===== src/rtl/spi_master_ctrl.sv =====
// SPI master: serialises host command words onto SS_n/MOSI at one bit per clk
// and captures the MISO reply byte for read-data commands.
module spi_master_ctrl #(
    parameter int FRAME_BITS = 10,
    parameter int RD_BITS    = 8,
    parameter int MISO_DLY   = 2,
    parameter int GAP        = 1
) (
    input  logic                  clk,
    input  logic                  rst_n,
    input  logic                  cmd_valid,
    output logic                  cmd_ready,
    input  logic [FRAME_BITS-1:0] cmd_data,
    output logic                  rsp_valid,
    output logic [RD_BITS-1:0]    rsp_data,
    output logic                  busy,
    output logic                  SS_n,
    output logic                  MOSI,
    input  logic                  MISO,
    output logic [2:0]            dbg_state
);
    localparam int CNT_W = $clog2(FRAME_BITS + RD_BITS + 17);
    localparam logic [CNT_W-1:0] FRAME_END = CNT_W'(FRAME_BITS);
    localparam logic [CNT_W-1:0] DLY_LAST  = CNT_W'(MISO_DLY - 1);
    localparam logic [CNT_W-1:0] RD_LAST   = CNT_W'(RD_BITS - 1);
    localparam logic [CNT_W-1:0] GAP_LAST  = CNT_W'(GAP - 1);
    localparam logic [CNT_W-1:0] CNT_ONE   = CNT_W'(1);

    typedef enum logic [2:0] {
        S_IDLE    = 3'd0,
        S_SEND    = 3'd1,
        S_WAIT_RD = 3'd2,
        S_RECV    = 3'd3,
        S_GAP     = 3'd4
    } state_t;

    state_t                state, state_next;
    logic [CNT_W-1:0]      cnt, cnt_next;
    logic [FRAME_BITS-1:0] shreg, shreg_next;
    logic [1:0]            op, op_next;
    logic [RD_BITS-1:0]    rx, rx_next;
    logic [RD_BITS-1:0]    rsp_data_next;
    logic                  rsp_valid_next;
    logic                  ss_next;
    logic                  mosi_next;

    // Handshake: a command transfers on a rising edge where cmd_valid and
    // cmd_ready are both high; cmd_ready is high only in IDLE, so anything
    // presented while busy is simply not taken.
    assign cmd_ready = (state == S_IDLE);
    assign busy      = (state != S_IDLE);
    assign dbg_state = state;

    always_comb begin
        state_next     = state;
        cnt_next       = cnt;
        shreg_next     = shreg;
        op_next        = op;
        rx_next        = rx;
        rsp_data_next  = rsp_data;
        rsp_valid_next = 1'b0;
        ss_next        = SS_n;
        mosi_next      = MOSI;
        case (state)
            S_IDLE: begin
                if (cmd_valid) begin
                    shreg_next = {cmd_data[FRAME_BITS-2:0], 1'b0};
                    op_next    = cmd_data[FRAME_BITS-1 -: 2];
                    ss_next    = 1'b0;
                    mosi_next  = cmd_data[FRAME_BITS-1];
                    cnt_next   = CNT_ONE;
                    state_next = S_SEND;
                end
            end
            S_SEND: begin
                if (cnt != FRAME_END) begin
                    mosi_next  = shreg[FRAME_BITS-1];
                    shreg_next = shreg << 1;
                    cnt_next   = cnt + CNT_ONE;
                end else begin
                    mosi_next = 1'b0;
                    cnt_next  = '0;
                    if (op == 2'b11) begin
                        state_next = (MISO_DLY == 0) ? S_RECV : S_WAIT_RD;
                    end else begin
                        ss_next    = 1'b1;
                        state_next = (GAP == 0) ? S_IDLE : S_GAP;
                    end
                end
            end
            S_WAIT_RD: begin
                if (cnt == DLY_LAST) begin
                    cnt_next   = '0;
                    state_next = S_RECV;
                end else begin
                    cnt_next = cnt + CNT_ONE;
                end
            end
            S_RECV: begin
                rx_next = {rx[RD_BITS-2:0], MISO};
                if (cnt == RD_LAST) begin
                    rsp_data_next  = {rx[RD_BITS-2:0], MISO};
                    rsp_valid_next = 1'b1;
                    ss_next        = 1'b1;
                    cnt_next       = '0;
                    state_next     = (GAP == 0) ? S_IDLE : S_GAP;
                end else begin
                    cnt_next = cnt + CNT_ONE;
                end
            end
            S_GAP: begin
                if (cnt == GAP_LAST) begin
                    cnt_next   = '0;
                    state_next = S_IDLE;
                end else begin
                    cnt_next = cnt + CNT_ONE;
                end
            end
            default: begin
                state_next = S_IDLE;
                cnt_next   = '0;
                ss_next    = 1'b1;
                mosi_next  = 1'b0;
            end
        endcase
    end

    // Reset releases the slave at once and drops any partial reply.
    always_ff @(posedge clk or negedge rst_n) begin
        if (!rst_n) begin
            state     <= S_IDLE;
            cnt       <= '0;
            shreg     <= '0;
            op        <= '0;
            rx        <= '0;
            rsp_data  <= '0;
            rsp_valid <= 1'b0;
            SS_n      <= 1'b1;
            MOSI      <= 1'b0;
        end else begin
            state     <= state_next;
            cnt       <= cnt_next;
            shreg     <= shreg_next;
            op        <= op_next;
            rx        <= rx_next;
            rsp_data  <= rsp_data_next;
            rsp_valid <= rsp_valid_next;
            SS_n      <= ss_next;
            MOSI      <= mosi_next;
        end
    end

endmodule

===== config.mk =====
export PLATFORM = sky130hd
export DESIGN_NAME = spi_master_ctrl
export DESIGN_NICKNAME = d
export VERILOG_FILES = /design/src/rtl/spi_master_ctrl.sv
export SDC_FILE = /design/constraint.sdc
export NUM_CORES = 1
export LEC_CHECK = 0
export ABC_AREA = 0
export ABC_CLOCK_PERIOD_IN_PS = 4800
export BUFFER_PORTS_ARGS = -buffer_cell sky130_fd_sc_hd__buf_2
export CAP_MARGIN = 20
export CORE_MARGIN = 1.5
export CORE_UTILIZATION = 45
export DETAILED_ROUTE_END_ITERATION = 12
export GPL_TIMING_DRIVEN = 0
export PLACE_DENSITY = 0.69
export SLEW_MARGIN = 20
export SYNTH_ARGS = -nofsm -noshare
export SYNTH_HDL_FRONTEND = slang
export SYNTH_SLANG_ARGS = --single-unit

===== constraint.sdc =====
create_clock -name clk -period 4.8 [get_ports clk]
set_input_delay 0.96 -clock clk [delete_from_list [all_inputs] [get_ports clk]]
set_output_delay 0.96 -clock clk [all_outputs]
set_load 0.03 [all_outputs]

==> flow_summary_export.csv <==
group,metric,value,unit
die,die-area,0.00459,mm^2
global_route,grt_use_met3,5.33,%
cts,htree_num_levels,2,
cts,path_clk_slew,0.08,ns
timing,setup_slack,2.10,ns
detailed_routing,wl_per_cell,13.5,um
synth,synth_top_area_share,49.0,%
timing,setup_viol,0,
global_route,antenna_found_initial,0,
setup_path,cp_slowest_cell,"dfrtp_1",
setup_path,critPathBufInv,2,
placement,hpwl,2500,um
cts,cts_root_buffer,"clkbuf_8",
cts,cts_num_sinks,38,
detailed_routing,wl,3560,um
synth,synth.most_common_cell,"dfrtp_1",
die,io_pins,30,
global_route,grt_pass1_wl,6030,um
layout,finalNetCount,230,
power,irDropWorstVdd,0.000279,V
synth,netlist_top_cells_area,"dfrtp_1 (49%), mux2_2 (11%), nand2_1 (5.4%), nor2_1 (3.6%), a31oi_1 (2.7%)",
placement,place_area,0.00210,mm^2
setup_path,cp.arrival,1.74,ns
synth,synth_largest_area_cell,"dfrtp_1",
cts,cts_hold_buffers,0,
cts,cts_buffer_depth,2,
detailed_routing,vias,1382,
power,p_int,0.000768,W
synth,synth_warnings,0,
detailed_routing,routed_via_density,5.25,
status,status,"completed",
setup_path,end_kind,"output port",
setup_path,crit_family,"buffers and inverters",
global_route,track_usage,17.7,%
synth,syn_avg_cell_area,10.7,um^2
timing,clock_skew,0.00583,ns
setup_path,crit_fanout,10,
global_route,top_usage_layer,"met2",
power,finalPower,0.00130,W
layout,multiInputGateArea,862,um^2
layout,fin_area,0.00219,mm^2
timing,timing.fmax,0.371,GHz
setup_path,cp-start-kind,"register",
global_route,use_met1,22.1,%
global_route,grt_max_degree,39,
power,p_sw,0.000535,W
synth,synth-edff-count,0,
synth,synthFlopType,"dfrtp_1",
synth,syn-num-nets,194,
cts,cts_setup_buffers,0,
cts,cts_resized,0,
die,die_height,67.8,um
timing,relSlewSlack,45.5,%
detailed_routing,drtAntennaViolNets,0,
layout,instances_no_fill,263,
timing,rsz0062_at_grt,"no",
layout,drive_gt1_share,33.8,%
global_route,grt_pass1_vias,1330,
placement,pre_cts_slack,2.42,ns
min_path,hold_class,"reg2reg",
setup_path,path_class,"reg2out",
timing,slew_violations,0,
synth,synth_area,0.00189,mm^2
power,combPwrFrac,44.4,%
timing,hold_violations,0,
placement,io_buffers,29,
die,row_count,23,
global_route,overflow,0,
cts,cts_tree,"yes",
synth,ys_types,39,
placement,placedCellCount,255,
detailed_routing,drc_errors,0,
setup_path,cp.required,3.84,ns
detailed_routing,drtPass1Iterations,4,
synth,async_flop_share,100,%
die,initial_core_util,46.9,%
power,power.density,595,mW/mm^2
power,p_sw_share,41.1,%
die,coreArea,0.00403,mm^2
power,power_leakage,1.07,nW
run,drv_cap,0,
timing,worst_slew_pin_slew,0.817,ns
timing,setup-tns-final,0,ns
setup_path,crit_path_cell_trace,"clkbuf_1 -> nor3_1 -> buf_2",
global_route,met2_usage,28.9,%
placement,finalWeightedCongestion,0.833,
timing,fin_crit_sh,56.2,%
die,fp.dieW,67.8,um
layout,fillers,370,
timing,period_minus_slack,2.70,ns
detailed_routing,drt_iter0_drc,85,
synth,yosys_register_bits,38,
synth,syn_inst,176,
layout,diodes,0,
synth,synthTopCellsByCount,"dfrtp_1 (37), nand2_1 (27), mux2_2 (19), nor2_1 (18), a31oi_1 (8)",
setup_path,critPathMaxStageDelay,0.47,ns
synth,synth_seq_area_share,50.4,%
cts,clock_latency,0.29,ns
power,clockPowerShare,17.9,%
cts,cts_made_buffers,5,
power,power.share.sequential,37.8,%
layout,seq_area,952,um^2
layout,syn_to_final_growth,16.0,%
## per-stage QoR
| stage | hold slack, ns | util, % |
|---|---|---|
| after floorplan | 0.471 | - |
| after global placement | 0.468 | 52.0 |
| after detailed placement | 0.479 | 52.0 |
| after CTS | 0.488 | 54.4 |
| after global routing | 0.503 | 54.4 |
| final | 0.484 | 54.4 |
## worst reg2reg max path: cells and delay by family (launching register included)
family,cells,cell delay (ns)
AO/OA/AOI/OAI,2,0.53
AND/OR/NAND/NOR,2,0.50
flip-flops,1,0.42
multiplexers,1,0.37
buffers and inverters,1,0.17
## area by class of cell
class | count | share of cell area, %
multi-input combinational | 123 | 39.3
clock inverter | 2 | 0.571
clock buffer | 6 | 3.77
buffer | 9 | 2.34
timing repair buffer | 29 | 6.62
inverter | 6 | 1.03
tap | 50 | 2.86
sequential | 38 | 43.5
## kinds of logic (layout without fill, tap and decap cells)
| kind of cell | count (synthesis) | in the layout | synth area share, % |
|---|---|---|---|
| AO/OA/AOI/OAI | 29 | 29 | 11.7 |
| XOR/XNOR | 2 | 2 | 0.928 |
| adder cells (fa/ha/maj) | 4 | 4 | 2.65 |
| buffers and inverters | 15 | 52 | 3.91 |
| flip-flops | 38 | 38 | 50.4 |
| multiplexers | 21 | 21 | 12.4 |
| AND/OR/NAND/NOR | 67 | 67 | 18.0 |
## power groups by stage
stage	registers [W]	clock network, W	logic, W
after floorplan	0.000519	0	0.000417
after global placement	0.000495	0	0.000571
after detailed placement	0.000498	0	0.000586
after CTS	0.000492	0.000238	0.000588
after global routing	0.000508	0.000248	0.000647
final	0.000492	0.000233	0.000578
## path summary, 6_finish.rpt
| path | startpoint | end | slack, ns | cells past startpoint |
|---|---|---|---|---|
| setup / recovery | dbg_state[0]$_DFFE_PN0P_ | cmd_ready | 2.10 | 3 |
| hold / removal | SS_n$_DFFE_PN1P_ | SS_n$_DFFE_PN1P_ | 0.48 | 2 |
| setup reg to reg | cnt[4]$_DFFE_PN0P_ | dbg_state[1]$_DFFE_PN0P_ | 2.72 | 6 |
| hold reg to reg | SS_n$_DFFE_PN1P_ | SS_n$_DFFE_PN1P_ | 0.48 | 2 |
| max in group asynchronous | rst_n | shreg[5]$_DFFE_PN0P_ | 3.52 | 1 |
| min in group asynchronous | rst_n | MOSI$_DFFE_PN0P_ | 0.75 | 1 |
## per-layer routing
| metal | part of all wire [%] | vias up | wire (um) |
|---|---|---|---|
| met5 | 0 | - | 0 |
| met4 | 1.2 | 0 | 43 |
| met1 | 47 | 666 | 1680 |
| met3 | 3.5 | 5 | 125 |
| met2 | 48 | 23 | 1710 |
| li1 | - | 688 | - |
## flip-flops by register name, summed over array words and instances (netlist names)
signal / count
MOSI: 1
SS_n: 1
cnt: 6
dbg_state: 3
op: 2
rsp_data: 8
rsp_valid: 1
rx: 7
shreg: 9
## cells in the final DEF, fill, tap and decap left out, types with 2 or more instances in the layout
cell,synthesis,final
dfrtp_1,37,37
clkbuf_1,2,2
mux2i_1,2,2
a31oi_1,8,8
o21ai_0,5,5
clkbuf_8,0,6
o31ai_1,3,3
mux2_2,19,19
nor3_1,5,5
nand2b_1,3,3
ha_1,4,4
a21oi_1,3,3
a21o_1,2,2
nor4_4,2,2
nand3_1,3,3
buf_2,5,34
nor3_2,2,2
nand2_1,27,27
inv_1,6,6
nor2_1,18,18
(Power assumes the default switching activity.)
